## src/rtl/vericade_pkg.sv

```systemverilog
`default_nettype none
// ============================================================================
//  Module      : vericade_pkg
//  Description : Shared constants and types for the Vericade button front end.
//                Button index map, channel count and the auto-repeat FSM
//                state encoding.
//  Revision    : 1.0 - initial release
// ============================================================================
package vericade_pkg;

    // Button index map into btn_raw / btn_pulse / btn_level
    localparam int BTN_UP    = 0;
    localparam int BTN_DOWN  = 1;
    localparam int BTN_LEFT  = 2;
    localparam int BTN_RIGHT = 3;
    localparam int BTN_SEL   = 4;

    localparam int NUM_BTNS  = 5;

    // Auto-repeat state machine
    typedef enum logic [1:0] {
        IDLE   = 2'd0,
        DELAY  = 2'd1,
        REPEAT = 2'd2
    } rpt_state_t;

endpackage : vericade_pkg
`default_nettype wire

```

## src/rtl/btn_channel.sv

```systemverilog
`default_nettype none
// ============================================================================
//  Module      : btn_channel
//  Description : One push-button conditioning lane: 2-FF synchronizer,
//                integrating debouncer and press/auto-repeat strobe FSM.
//  Ports       : clk        - system clock
//                rst_n      - asynchronous active-low reset
//                i_btn_raw  - raw pin level, asynchronous to clk
//                i_enable   - strobe enable; low forces the FSM to IDLE
//                o_pulse    - registered one-cycle press/repeat strobe
//                o_level    - registered debounced level
//  Revision    : 1.0 - initial release
// ============================================================================
module btn_channel #(
    parameter int DEBOUNCE_CYCLES = 1_000_000,
    parameter int REPEAT_DELAY    = 25_000_000,
    parameter int REPEAT_PERIOD   = 5_000_000,
    parameter bit REPEAT_EN       = 1'b0
) (
    input  logic clk,
    input  logic rst_n,
    input  logic i_btn_raw,
    input  logic i_enable,
    output logic o_pulse,
    output logic o_level
);
    import vericade_pkg::*;

    localparam int DB_W    = $clog2(DEBOUNCE_CYCLES + 1);
    localparam int RPT_MAX = (REPEAT_DELAY > REPEAT_PERIOD) ? REPEAT_DELAY : REPEAT_PERIOD;
    localparam int RPT_W   = $clog2(RPT_MAX + 1);

    localparam logic [DB_W-1:0]  c_db_term    = DB_W'(DEBOUNCE_CYCLES - 1);
    localparam logic [RPT_W-1:0] c_delay_term = RPT_W'(REPEAT_DELAY - 1);
    localparam logic [RPT_W-1:0] c_per_term   = RPT_W'(REPEAT_PERIOD - 1);

    // ------------------------------------------------------------------
    // Synchronizer + debouncer
    // ------------------------------------------------------------------
    logic            r_ff1;
    logic            r_sync;
    logic [DB_W-1:0] r_db_cnt;
    logic            r_level;

    logic w_db_term;
    logic w_rise;
    logic w_fall;

    // The accepting edge doubles as the rising/falling-edge event, so the
    // press strobe is registered on the same clock as the new level.
    assign w_db_term = (r_sync != r_level) && (r_db_cnt == c_db_term);
    assign w_rise    = w_db_term &&  r_sync;
    assign w_fall    = w_db_term && !r_sync;

    always_ff @(posedge clk or negedge rst_n) begin
        if (!rst_n) begin
            r_ff1    <= 1'b0;
            r_sync   <= 1'b0;
            r_db_cnt <= '0;
            r_level  <= 1'b0;
        end else begin
            r_ff1  <= i_btn_raw;
            r_sync <= r_ff1;
            if (r_sync == r_level) begin
                // agreement (or a glitch back) discards partial integration
                r_db_cnt <= '0;
            end else if (w_db_term) begin
                r_level  <= r_sync;
                r_db_cnt <= '0;
            end else begin
                r_db_cnt <= r_db_cnt + DB_W'(1);
            end
        end
    end

    // ------------------------------------------------------------------
    // Press / auto-repeat FSM
    // ------------------------------------------------------------------
    rpt_state_t       r_state;
    rpt_state_t       w_state_nxt;
    logic [RPT_W-1:0] r_rpt_cnt;
    logic [RPT_W-1:0] w_rpt_cnt_nxt;
    logic             r_pulse;
    logic             w_pulse_nxt;

    always_ff @(posedge clk or negedge rst_n) begin
        if (!rst_n) begin
            r_state   <= IDLE;
            r_rpt_cnt <= '0;
            r_pulse   <= 1'b0;
        end else begin
            r_state   <= w_state_nxt;
            r_rpt_cnt <= w_rpt_cnt_nxt;
            r_pulse   <= w_pulse_nxt;
        end
    end

    always_comb begin
        w_state_nxt   = r_state;
        w_rpt_cnt_nxt = '0;
        w_pulse_nxt   = 1'b0;
        case (r_state)
            IDLE: begin
                // A rise seen while disabled is simply dropped here.
                if (w_rise && i_enable) begin
                    w_pulse_nxt = 1'b1;
                    if (REPEAT_EN) begin
                        w_state_nxt = DELAY;
                    end
                end
            end
            DELAY: begin
                // Release/disable wins over a coincident terminal count.
                if (w_fall || !i_enable) begin
                    w_state_nxt = IDLE;
                end else if (r_rpt_cnt == c_delay_term) begin
                    w_pulse_nxt = 1'b1;
                    w_state_nxt = REPEAT;
                end else begin
                    w_rpt_cnt_nxt = r_rpt_cnt + RPT_W'(1);
                end
            end
            REPEAT: begin
                if (w_fall || !i_enable) begin
                    w_state_nxt = IDLE;
                end else if (r_rpt_cnt == c_per_term) begin
                    w_pulse_nxt = 1'b1;
                end else begin
                    w_rpt_cnt_nxt = r_rpt_cnt + RPT_W'(1);
                end
            end
            default: begin
                w_state_nxt = IDLE;
            end
        endcase
    end

    assign o_pulse = r_pulse;
    assign o_level = r_level;

endmodule : btn_channel
`default_nettype wire

```

## src/rtl/btn_conditioner.sv

```systemverilog
`default_nettype none
// ============================================================================
//  Module      : btn_conditioner
//  Description : Five-lane push-button front end. Each lane synchronizes,
//                debounces and strobes one raw button; lanes selected by
//                REPEAT_MASK auto-repeat while held.
//  Ports       : clk       - system clock
//                rst_n     - asynchronous active-low reset
//                btn_raw   - raw active-high pin levels (async)
//                enable    - strobe enable (debounce keeps tracking when low)
//                btn_pulse - one-cycle press/repeat strobes, registered
//                btn_level - debounced stable levels, registered
//  Revision    : 1.0 - initial release
// ============================================================================
module btn_conditioner
    import vericade_pkg::*;
#(
    parameter int                  DEBOUNCE_CYCLES = 1_000_000,
    parameter int                  REPEAT_DELAY    = 25_000_000,
    parameter int                  REPEAT_PERIOD   = 5_000_000,
    parameter logic [NUM_BTNS-1:0] REPEAT_MASK     = 5'b01100
) (
    input  logic                clk,
    input  logic                rst_n,
    input  logic [NUM_BTNS-1:0] btn_raw,
    input  logic                enable,
    output logic [NUM_BTNS-1:0] btn_pulse,
    output logic [NUM_BTNS-1:0] btn_level
);

    for (genvar gi = 0; gi < NUM_BTNS; gi++) begin : g_btn
        btn_channel #(
            .DEBOUNCE_CYCLES (DEBOUNCE_CYCLES),
            .REPEAT_DELAY    (REPEAT_DELAY),
            .REPEAT_PERIOD   (REPEAT_PERIOD),
            .REPEAT_EN       (REPEAT_MASK[gi])
        ) u_chan (
            .clk       (clk),
            .rst_n     (rst_n),
            .i_btn_raw (btn_raw[gi]),
            .i_enable  (enable),
            .o_pulse   (btn_pulse[gi]),
            .o_level   (btn_level[gi])
        );
    end

endmodule : btn_conditioner
`default_nettype wire

```

## config.mk

```make
export PLATFORM = sky130hd
export DESIGN_NAME = btn_conditioner
export DESIGN_NICKNAME = d
export VERILOG_FILES = /design/src/rtl/vericade_pkg.sv /design/src/rtl/btn_channel.sv /design/src/rtl/btn_conditioner.sv
export SDC_FILE = /design/constraint.sdc
export NUM_CORES = 1
export LEC_CHECK = 0
export BUFFER_PORTS_ARGS = -buffer_cell sky130_fd_sc_hd__buf_2
export CORE_ASPECT_RATIO = 1.1
export CORE_MARGIN = 2
export CORE_UTILIZATION = 40
export DETAILED_ROUTE_END_ITERATION = 10
export MAX_ROUTING_LAYER = met4
export REMOVE_ABC_BUFFERS = 1
export SYNTH_ARGS = -nofsm -noshare
export SYNTH_HDL_FRONTEND = slang
export SYNTH_SLANG_ARGS = --single-unit
```

## constraint.sdc

```tcl
create_clock -name clk -period 3.8 [get_ports clk]
set_input_delay 0.38 -clock clk [delete_from_list [all_inputs] [get_ports clk]]
set_output_delay 0.38 -clock clk [all_outputs]
set_load 0.03 [all_outputs]
```

==> results.yml <==
floorplanning:
  die_h_um: 157
  die_w_um: 143
  die_area_mm2: 0.0226
  initial_core_util_pct: 40.4
  row_count: 56
  boundaryPins: 18
  core_area_mm2: 0.0212
worst_setup_path:
  crit_arrival_ns: 2.76
  critical_path.max_fanout: 25
  path_class: "flip-flop to flip-flop"
  timing.rr.end: "g_btn[2].u_chan.r_rpt_cnt[3]"
  worstSetupEndpoint: "g_btn[2].u_chan.r_rpt_cnt[3]"
  reg2reg_from: "g_btn[2].u_chan.r_db_cnt[0]"
  r2r_cells: 6
  critical_path_required_ns: 4.07
  worst_setup_path_end_kind: "flip-flop"
  r2r_slack_ns: 1.31
  start_kind: "flip-flop"
  cp-startpoint: "g_btn[2].u_chan.r_db_cnt[0]"
power_and_ir_drop:
  power_uw: 3640
  ir_drop_mv: 0.284
  p_leak_uw: 0.00386
  power_density_mw_per_mm2: 385
sta:
  slew_violations: 0
  final-setup-viol-count: 0
  fin_setup_tns_ns: 0
  fmax_mhz: 402
  rsz0062_at_grt: "no"
  fin_hold_ws_ns: -0.00679
  fin_crit_ns: 2.49
  period_share_pct: 65.4
  slew_headroom_pct: 28.1
  finalClockSkew_ns: 0.0107
  max_slew.worst_pin.slew_ns: 1.06
  setup_slack_ns: 1.31
  hold_violations: 2
detailed_routing:
  firstDrtPassIters: 4
  wl_per_cell_um: 13.2
  routed_via_density: 5.01
  drcViolationCount: 0
  wl_um: 15700
  num_vias: 5972
  drtAntennaViolNets: 0
  drtIter0Drc: 283
cells_and_area:
  area_growth_pct: 10.6
  antennaDiodeCount: 0
  final_area_mm2: 0.00945
  stdcell_count: 1191
  layout.nets: 912
  nFillCells: 2070
  drive_above_1_share_pct: 7.99
cts:
  cts_made_buffers: 17
  cts-hold-fix-buffers: 0
  cts_resized: 0
  htree_levels: 4
  cts_root_buf: "clkbuf_16"
  cts_setup_buffers: 0
  clk_latency_ns: 0.43
  clkSinkCount: 174
  cts_tree: "done"
  path_clk_slew_ns: 0.07
  clk_path_buf_depth: 2
run_status:
  status: "finished, violations left"
  violations: "negative hold slack"
global_routing:
  grt_usage_pct: 15.3
  grt_pass1_wl_um: 27300
  grt_start_max_net_pins: 86
  antenna_found_initial: 0
  overflow: 0
  grt_pass1_vias: 5747
place:
  io_buffers: 17
  gp_congestion: 0.773
  dp_hpwl_um: 10400
  placedCellCount: 1160
  dp_slack_ns: 1.32
  placed_cell_area_mm2: 0.00890
logic_synthesis:
  yosys.area.top_type: "dfrtp_1"
  avgSynthCellArea_um2: 9.77
  synthDistinctLibCells: 52
  ys.warnings.count: 0
  synth-seq-area-share_pct: 50.9
  synth_edf_count: 0
  synth_seq_cells: 174
  synthCells: 875
  synth_area_mm2: 0.00855
  synth_top_cell_area_share_pct: 50.9
  synth.area.top_cells: "dfrtp_1 51%, nor2_1 7.6%, xnor2_1 7.0%"
  async_flop_share_pct: 100
  synth_top_flop_cell: "dfrtp_1"
run:
  drv_cap: 0
worst_hold_path:
  hold_path_class: "input port to asynchronous set/reset pin"
==> kinds of logic (layout without fill, tap and decap cells) <==
group                      Yosys count  after routing  share of synthesized area, %
AOI/OAI and AO/OA                   31             31                          2.65
buffers and inverters               56             82                          3.06
adders and majority gates           15             15                          2.20
and+or+nand+nor                    459            459                          26.7
muxes                                5              5                         0.659
DFF                                174            174                          50.9
xor gates and xnor gates           135            135                          13.8
==> worst min-delay path by stage <==
stage | start | end | slack (ns) | cells past startpoint
global placement | g_btn[0].u_chan.r_ff1 | g_btn[0].u_chan.r_sync | 0.34 | 0
detailed placement | g_btn[0].u_chan.r_ff1 | g_btn[0].u_chan.r_sync | 0.34 | 0
floorplan | rst_n | g_btn[0].u_chan.o_level | 0.08 | 0
finish | rst_n | g_btn[3].u_chan.r_db_cnt[15] | -0.007 | 1
global route | btn_raw[0] | g_btn[0].u_chan.r_ff1 | 0.04 | 1
CTS | rst_n | g_btn[3].u_chan.r_db_cnt[15] | 0.04 | 1
==> worst max-delay path: stages (launching register included) <==
cell	delay, ns
dfrtp_1	0.38
ha_1	0.23
and4_1	0.25
nand4_1	0.17
o31ai_1	0.47
a211o_1	0.71
nor2_1	0.12
==> cell usage after synthesis (2+ instances only) <==
cell,number
o21ai_0,6
o31a_1,2
and4_1,13
nor3_1,27
nor2_1,173
nor4bb_1,3
o31ai_1,2
o2111ai_1,2
or3_1,5
nand4b_1,2
buf_4,11
inv_1,28
nand2b_1,2
mux2_2,5
clkbuf_1,9
nand3_1,52
or4b_2,2
ha_1,15
o311ai_0,2
or4_1,3
buf_2,8
and2_1,3
or2_2,5
a41o_1,2
and3_1,21
xor2_1,67
a21oi_1,6
nor4b_1,6
nand4_1,35
xnor2_1,68
or2b_2,2
nor3b_1,4
nand2_1,69
nor4_1,24
dfrtp_1,174
==> placed cells by master (no fill, tap or decap), types with 3 or more instances in the layout <==
cell         n
dfrtp_1    174
nor2_1     173
nand2_1     69
xnor2_1     68
xor2_1      67
nand3_1     52
nand4_1     35
inv_1       28
nor3_1      27
nor4_1      24
and3_1      21
clkbuf_16   17
buf_2       16
ha_1        15
and4_1      13
o21ai_0      6
nor4b_1      6
a21oi_1      6
or2_2        5
or3_1        5
mux2_2       5
buf_4        5
nor3b_1      4
clkinv_4     4
clkinv_2     4
nor4bb_1     3
or4_1        3
and2_1       3
==> state kept, by name, summed over array words and instances, names as in the netlist <==
register,cells
g_btn.u_chan.r_sync,5
g_btn.u_chan.r_state,4
g_btn.u_chan.r_rpt_cnt,50
g_btn.u_chan.r_ff1,5
g_btn.u_chan.o_level,5
g_btn.u_chan.r_db_cnt,100
g_btn.u_chan.o_pulse,5
==> layout make-up <==
cell class                      count  area, um^2  area share [%]
Inverter                           28         105            1.11
Multi-Input combinational cell    645        3930            41.6
Clock inverter                     13         118            1.24
Sequential cell                   174        4350            46.1
Tap cell                          290         363            3.84
Clock buffer                       18         429            4.54
Timing Repair Buffer               23         149            1.58
==> per-layer routing <==
layer | share of wire [%] | global-route usage (%) | vias up
met5 | 0 | - | -
met4 | 0.93 | 4.62 | 0
met1 | 50 | 20.4 | 2901
met2 | 46 | 23.9 | 51
li1 | - | - | 3005
met3 | 2.2 | 2.95 | 15
==> power breakdown <==
group	leakage, uW	internal (uW)	switching (uW)
sequential	0.00240	1870	19.5
combinational	0.00120	29.9	79.5
clock	0.000266	901	739
==> metrics by stage <==
step | util, % | hold WS, ns
detailed placement | 42.1 | 0.337
global route | 44.7 | 0.0353
finish | 44.7 | -0.00679
global placement | 42.1 | 0.335
CTS | 44.7 | 0.0370
floorplan | - | 0.0844
(Power assumes the default switching activity.)
